==> config.mk <==
export PLATFORM = sky130hd
export DESIGN_NAME = wd_cfg_master
export DESIGN_NICKNAME = d
export VERILOG_FILES = /design/src/rtl/wd_cfg_master.sv
export SDC_FILE = /design/constraint.sdc
export NUM_CORES = 1
export LEC_CHECK = 0
export ABC_AREA = 0
export BUFFER_PORTS_ARGS = -buffer_cell sky130_fd_sc_hd__buf_2
export CELL_PAD_IN_SITES_DETAIL_PLACEMENT = 0
export CELL_PAD_IN_SITES_GLOBAL_PLACEMENT = 1
export CORE_AREA = 4 4 84 86
export CTS_CLUSTER_SIZE = 40
export DETAILED_ROUTE_END_ITERATION = 7
export DIE_AREA = 0 0 88 90
export PLACE_DENSITY = 0.88
export SLEW_MARGIN = 20
export SYNTH_ARGS = -nofsm -noshare
export SYNTH_HDL_FRONTEND = slang
export SYNTH_SLANG_ARGS = --single-unit
==> constraint.sdc <==
create_clock -name pclk -period 3.41 [get_ports pclk]
set_input_delay 0.341 -clock pclk [delete_from_list [all_inputs] [get_ports pclk]]
set_output_delay 0.341 -clock pclk [all_outputs]
set_load 0.005 [all_outputs]
==> src/rtl/wd_cfg_master.sv <==
// APB master that programs and verifies a watchdog (start value + mode),
// then keeps it fed with periodic writes to the feed register.
module wd_cfg_master #(
  parameter logic [7:0] ADDR_START = 8'h00,
  parameter logic [7:0] ADDR_FEED  = 8'h04,
  parameter logic [7:0] ADDR_MODE  = 8'h08
) (
  input  logic        pclk,
  input  logic        prst,
  input  logic        cfg_start,
  input  logic [7:0]  cfg_value,
  input  logic [1:0]  cfg_mode,
  input  logic        feed_en,
  input  logic [15:0] feed_period,
  input  logic [7:0]  prdata,
  output logic        psel,
  output logic        penable,
  output logic        pwrite,
  output logic [7:0]  paddr,
  output logic [7:0]  pwdata,
  output logic        busy,
  output logic        done,
  output logic        err,
  output logic        cfg_ok,
  output logic        feed_ovr,
  output logic [3:0]  state_dbg
);

  // APB handshake: no pready, so every transfer is a fixed setup cycle
  // (psel=1, penable=0) followed by one access cycle (psel=1, penable=1).
  typedef enum logic [3:0] {
    IDLE   = 4'd0,
    WS_S   = 4'd1,
    WS_A   = 4'd2,
    WM_S   = 4'd3,
    WM_A   = 4'd4,
    RM_S   = 4'd5,
    RM_A   = 4'd6,
    RM_CAP = 4'd7,
    FD_S   = 4'd8,
    FD_A   = 4'd9
  } state_t;

  state_t      state;
  logic [7:0]  value_q;
  logic [1:0]  mode_q;
  logic [15:0] feed_cnt;
  logic        pending;

  logic count_on;
  logic expire;
  logic take_cfg;
  logic take_feed;

  always_comb begin
    count_on  = feed_en && cfg_ok && (feed_period != 16'd0);
    expire    = count_on && (feed_cnt == (feed_period - 16'd1));
    take_cfg  = (state == IDLE) && cfg_start;
    take_feed = (state == IDLE) && !cfg_start && pending;
  end

  always_ff @(posedge pclk) begin
    if (prst) begin
      state    <= IDLE;
      value_q  <= 8'h00;
      mode_q   <= 2'b00;
      feed_cnt <= 16'd0;
      pending  <= 1'b0;
      done     <= 1'b0;
      err      <= 1'b0;
      cfg_ok   <= 1'b0;
      feed_ovr <= 1'b0;
    end else begin
      done     <= 1'b0;
      err      <= 1'b0;
      feed_ovr <= 1'b0;

      // A fresh expiry re-arms pending even in the cycle the old one is
      // consumed; only an expiry with an unconsumed pending is an overrun.
      if (take_cfg) begin
        feed_cnt <= 16'd0;
        pending  <= 1'b0;
      end else if (!count_on) begin
        feed_cnt <= 16'd0;
        pending  <= 1'b0;
      end else if (expire) begin
        feed_cnt <= 16'd0;
        pending  <= 1'b1;
        if (pending && !take_feed) feed_ovr <= 1'b1;
      end else begin
        feed_cnt <= feed_cnt + 16'd1;
        if (take_feed) pending <= 1'b0;
      end

      case (state)
        IDLE: begin
          if (cfg_start) begin
            value_q <= cfg_value;
            mode_q  <= cfg_mode;
            cfg_ok  <= 1'b0;
            state   <= WS_S;
          end else if (pending) begin
            state <= FD_S;
          end
        end
        WS_S: state <= WS_A;
        WS_A: state <= WM_S;
        WM_S: state <= WM_A;
        WM_A: state <= RM_S;
        RM_S: state <= RM_A;
        RM_A: state <= RM_CAP;
        RM_CAP: begin
          if (prdata == {6'b0, mode_q}) begin
            done   <= 1'b1;
            cfg_ok <= 1'b1;
          end else begin
            err <= 1'b1;
          end
          state <= IDLE;
        end
        FD_S: state <= FD_A;
        FD_A: state <= IDLE;
        default: state <= IDLE;
      endcase
    end
  end

  // Bus outputs are a pure decode of the state register, so they change
  // only on clock edges.
  always_comb begin
    psel    = 1'b0;
    penable = 1'b0;
    pwrite  = 1'b0;
    paddr   = 8'h00;
    pwdata  = 8'h00;
    case (state)
      WS_S, WS_A: begin
        psel    = 1'b1;
        penable = (state == WS_A);
        pwrite  = 1'b1;
        paddr   = ADDR_START;
        pwdata  = value_q;
      end
      WM_S, WM_A: begin
        psel    = 1'b1;
        penable = (state == WM_A);
        pwrite  = 1'b1;
        paddr   = ADDR_MODE;
        pwdata  = {6'b0, mode_q};
      end
      RM_S, RM_A: begin
        psel    = 1'b1;
        penable = (state == RM_A);
        paddr   = ADDR_MODE;
      end
      FD_S, FD_A: begin
        psel    = 1'b1;
        penable = (state == FD_A);
        pwrite  = 1'b1;
        paddr   = ADDR_FEED;
        pwdata  = 8'h01;
      end
      default: ;
    endcase
  end

  assign busy      = (state != IDLE);
  assign state_dbg = state;

endmodule

### Word level (Yosys, flattened, before mapping)

Index checks and enable logic that the tools add are counted.

* input port bits: 38
* word-level logic and storage cells: 71
* output and inout port bits: 28
* bits in registers: 35

* muxes and demuxes: 16
* bitwise operators: 3
* $add $sub $neg: 2
* reductions and logical operators: 27
* eq/ne operators: 14

Operator list (count)
* 4-bit one-hot mux with 8 select lines: 1
* 8-bit one-hot mux with 3 select lines: 1
* 16-bit by 1-bit adder with 16-bit output, second input constant: 1
* 16-bit == test: 1
* 4-bit by 3-bit == test with 1-bit output, second input constant: 4
* 16-bit nonzero test: 1
* 16-bit by 1-bit subtractor with 16-bit output, second input constant: 1
* 4-bit OR reduction: 3
* 2-bit OR reduction: 5
* 1-bit two-way mux: 9
* 4-bit by 2-bit == test with 1-bit output, second input constant: 2
* 4-bit == test, second input constant: 2
* 8-bit by 2-bit == test with 1-bit output: 1
* 4-bit two-way mux: 2
* 4-bit one-hot mux with 2 select lines: 1
* 8-bit OR reduction: 1
* 1-bit logical AND: 7
* 6-bit OR reduction: 1
* 4-bit by 1-bit == test with 1-bit output, second input constant: 1
* 4-bit logical NOT: 1
* 2-bit != test, second input constant: 2
* 1-bit one-hot mux with 4 select lines: 1
* 2-bit nonzero test: 2
* 4-bit nonzero test: 1
* 7 further kinds: 10

### Depth between registers and ports, before layout

* word-level depth: 6
* gate-level depth with buffers: 12
* mapped depth without buffers: 9

### Least setup slack after synthesis

OpenSTA, ideal clock, no wires.

* path kind: in2reg
* start point: in feed_period[0]
* end point: reg feed_cnt[10]
* slack: 0.370 ns
* library setup time: 0.130 ns
* cell stages on the path: 12
* data arrival time: 2.910 ns
* required time: 3.280 ns
* path buffers: 3
* cells stage by stage: inv_1 ha_1 or4b_1 buf_6 or3_4 or3_1 a211o_1 nor4_2 and3_1 buf_6 buf_12 nor3_1

* word-level cells in the longest chain between the ends: 4
* elaborated cells between the ends (all ways): 7
* those cells by class: add/sub (1); eq/ne (1); bitwise (1); reduce/logical (4)

RTL lines
* start, declared: RTL line 14 `input logic [15:0] feed_period,`
* 16-bit by 1-bit subtractor with 16-bit output / 16-bit nonzero test (equally long branches): RTL line 57, 56
* 16-bit == test / 1-bit logical AND (equally long branches): RTL line 57, 56
* 1-bit logical AND / 1-bit NOT (equally long branches)
* 4-bit OR reduction (no line) (*)
* end signal, assigned: RTL line 91 `feed_cnt <= feed_cnt + 16'd1;`
* end, declared: RTL line 47 `logic [15:0] feed_cnt;`

Every way passes the cells marked *; elsewhere a longest branch is shown, timed or not.
A chain may end at the register's enable or synchronous reset.

### Worst setup path after layout

Ends and elaborated chain as after synthesis.

==> metrics.txt <==
result of the run=complete, no violations; wire length of the first global-routing pass=8.50 mm; part of the cycle the worst path needs=85.0%; number of antenna violations at the first check in global routing=0; instance count on the critical path=11; setup repair after global routing missed its margin=no; worst voltage drop across the vdd grid=0.000186 V; Clk Latency, worst-skew pair=0.28 ns; PD cells=344 mW/mm²; Post-CTS Hold Fix Bufs=0; Setup Crit Path Kind=input port to register; setup slack of the worst register-to-register path=1.07 ns; final weighted congestion of routability-driven global placement=0.746; Num CTS Buffers=5; portion of synthesized cell area occupied by the leading cell type=31.0%; Reg area=701 µm²; # setup viols final=0; starting utilization of the core area=36.0%; Max Cap Violations=0; hold path startpoint=cfg_value[1]; cell count of the worst hold path=3; area of the die=0.00792 mm²; Req. time, crit path=3.57 ns; die boundary width=88 µm; Yosys warnings=0; total clock sinks=35; worst slew pin tran=0.637 ns; biggest cell delay along the critical path=0.49 ns; worst-case reg-to-reg path depth=6; CP Capture Type=register; Top-Level Pins=66; number of distinct library cell variants in the gate-level netlist after synthesis=52; Synth Cell Area=0.00226 mm²; Clock Tree Root=sky130_fd_sc_hd__clkbuf_8; Remaining DRCs=0; fraction of the yosys area taken by sequential cells=31.0%; Post-layout nets=369; data arrival time of the worst path=3.06 ns; area growth from synthesis to layout=15.8%; Worst Path Buf+Inv=3; asr flop ratio synth=0%; final routed wirelength across all metal layers=5.08 mm; worst hold-check path type=input port to register; number of placed instances with taps included=399; TritonCTS clock tree=built; buffers added on ports=59; number of rows created at floorplan=29; final-layout fill cell count=666; GRT overflow=0; Crit path max-delay family=simple AND/OR/NAND/NOR gates; area used by multi-input combinational logic=0.00138 mm²; non-filler cells, final=407; remaining number of nets flagged by the antenna check after routing=0; final worst path period need=2.90 ns; cells along the critical path=buf_2 > inv_1 > ha_1 > or4b_1 > or3_4 > or3_1 > a211o_1 > nor4_2 > and3_1 > buf_4 > nor3_1; cell with the biggest individual delay on the critical path=sky130_fd_sc_hd__or4b_1; mean cell area of the mapped netlist=8.13 µm²; core region area=0.00628 mm²; reg-to-reg endpoint=feed_cnt[1]; clock skew=0.00220 ns; vertical extent of the die=90 µm; startpoint of the lowest-slack register-to-register path=state_dbg[1]; Gate Count Post-Synth=278; dominant cell by count in the synthesized netlist=sky130_fd_sc_hd__dfxtp_1; H-tree levels=2; Top FF cell, synth=sky130_fd_sc_hd__dfxtp_1; total iterations of the first detailed-routing run=4; maximum fanout count along the critical path=16; post-CTS sizing=0; maximum operating frequency=0.345 GHz; all-layer global routing usage=13.0%; top area cells in the synthesized netlist=sky130_fd_sc_hd__dfxtp_1 (31%), sky130_fd_sc_hd__xnor2_1 (8.5%), sky130_fd_sc_hd__nor3_1 (6.4%); drt via density=5.05; max-slew violation total from the final report=0; EDFF count, synth=0; worst slew margin relative to its limit=57.2%; post-synth top area cell=sky130_fd_sc_hd__dfxtp_1; number of antenna diodes=0; end point of the most critical hold path=value_q[1]; flops & latches, synth=35; Clock Tree Buf Depth=2; largest net degree at the start of global routing=20; Final TNS setup=0 ns; share of layout cells above drive strength 1=24.5%; routed len/inst=12.5 µm; critical path launch point type=input port; vias in the first global route=1,929; static leakage=1.08 nW; ranking of synthesized cells by instance count=sky130_fd_sc_hd__dfxtp_1 (35), sky130_fd_sc_hd__nor2_1 (32), sky130_fd_sc_hd__nor3_1 (29); First DRT Iteration DRCs=55; clock-pin slew on the worst setup and hold paths=0.07 ns; post-detail-place hpwl=3.93 mm; total via count after detailed routing=2,055; post-CTS repair timing setup buffer count=0; number of endpoints with negative hold slack in the final report=0
==> metal layers <==
layer | vias to the layer above | global-route usage (%) | share of wire (%)
met1 | 947 | 16.2 | 45
met4 | 0 | 4.22 | 1.3
met2 | 33 | 21.9 | 50
met3 | 8 | 2.93 | 3.8
li1 | 1067 | - | -
met5 | - | 0 | 0
==> worst max path at each step <==
stage               slack, ns           end            from
global route             0.39  feed_cnt[10]  feed_period[0]
CTS                      0.52  feed_cnt[10]  feed_period[0]
detailed placement       0.22   feed_cnt[3]  feed_period[0]
global placement         0.27   feed_cnt[2]  feed_period[0]
finish                   0.51  feed_cnt[10]  feed_period[0]
floorplan                0.37  feed_cnt[10]  feed_period[0]
==> worst reg2reg max path, delay by kind of cell, from the launching register on <==
kind / cells / cell delay, ns
and+or+nand+nor: 6 / 1.65
DFF: 1 / 0.60
==> power breakdown <==
part / switching, W / total (W) / leakage [nW] / internal [W]
combinational: 0.0000896 / 0.000173 / 0.758 / 0.0000837
clock: 0.000143 / 0.000287 / 0.0422 / 0.000143
sequential: 0.0000182 / 0.000441 / 0.284 / 0.000423
==> cells by family after synthesis <==
logic type / after synthesis / share of synthesized area [%]
xor gates and xnor gates: 37 / 14.3
muxes: 12 / 5.32
adders and majority gates: 2 / 1.11
DFF: 35 / 31.0
AOI/OAI and AO/OA: 35 / 10.6
other: 1 / 0.166
buffers and inverters: 32 / 8.58
and+or+nand+nor: 124 / 28.9
==> layout by cell type, fill, tap and decap left out, types with 7 or more instances in the layout <==
| master | instances |
|---|---|
| sky130_fd_sc_hd__a21oi_1 | 8 |
| sky130_fd_sc_hd__o21ai_0 | 7 |
| sky130_fd_sc_hd__and2_1 | 7 |
| sky130_fd_sc_hd__buf_2 | 59 |
| sky130_fd_sc_hd__xnor2_1 | 22 |
| sky130_fd_sc_hd__nor3_1 | 29 |
| sky130_fd_sc_hd__nand3_1 | 9 |
| sky130_fd_sc_hd__nor2_1 | 32 |
| sky130_fd_sc_hd__dfxtp_1 | 35 |
| sky130_fd_sc_hd__nand2_1 | 13 |
| sky130_fd_sc_hd__inv_1 | 8 |
| sky130_fd_sc_hd__mux2i_1 | 12 |
| sky130_fd_sc_hd__xor2_1 | 15 |
==> registers in the layout, summed over array words and instances, names as in the netlist <==
register and flops:
cfg_ok 1, mode_q 2, value_q 8, state_dbg 4, feed_ovr 1, feed_cnt 16, done 1, pending 1
err 1
==> area by class of cell <==
cell class / count / share of cell area [%]
well taps: 77 / 3.68
multi-input cells: 216 / 52.9
clock inverters: 1 / 0.191
clock buffers: 7 / 2.92
repair buffers: 63 / 12.4
inverters: 8 / 1.15
flip-flops and latches: 35 / 26.8
==> stage by stage <==
step	hold WS [ns]	area [µm²]	power [W]	worst slack, ns	util, %
finish	0.290	2620	0.000901	0.513	41.7
global route	0.293	2620	0.000952	0.388	41.7
CTS	0.275	2620	0.000918	0.522	41.7
global placement	0.466	2540	0.000622	0.271	40.4
floorplan	0.455	2280	0.000560	0.370	-
detailed placement	0.480	2540	0.000626	0.222	40.4
No activity file was read; power rests on OpenSTA's default activity.
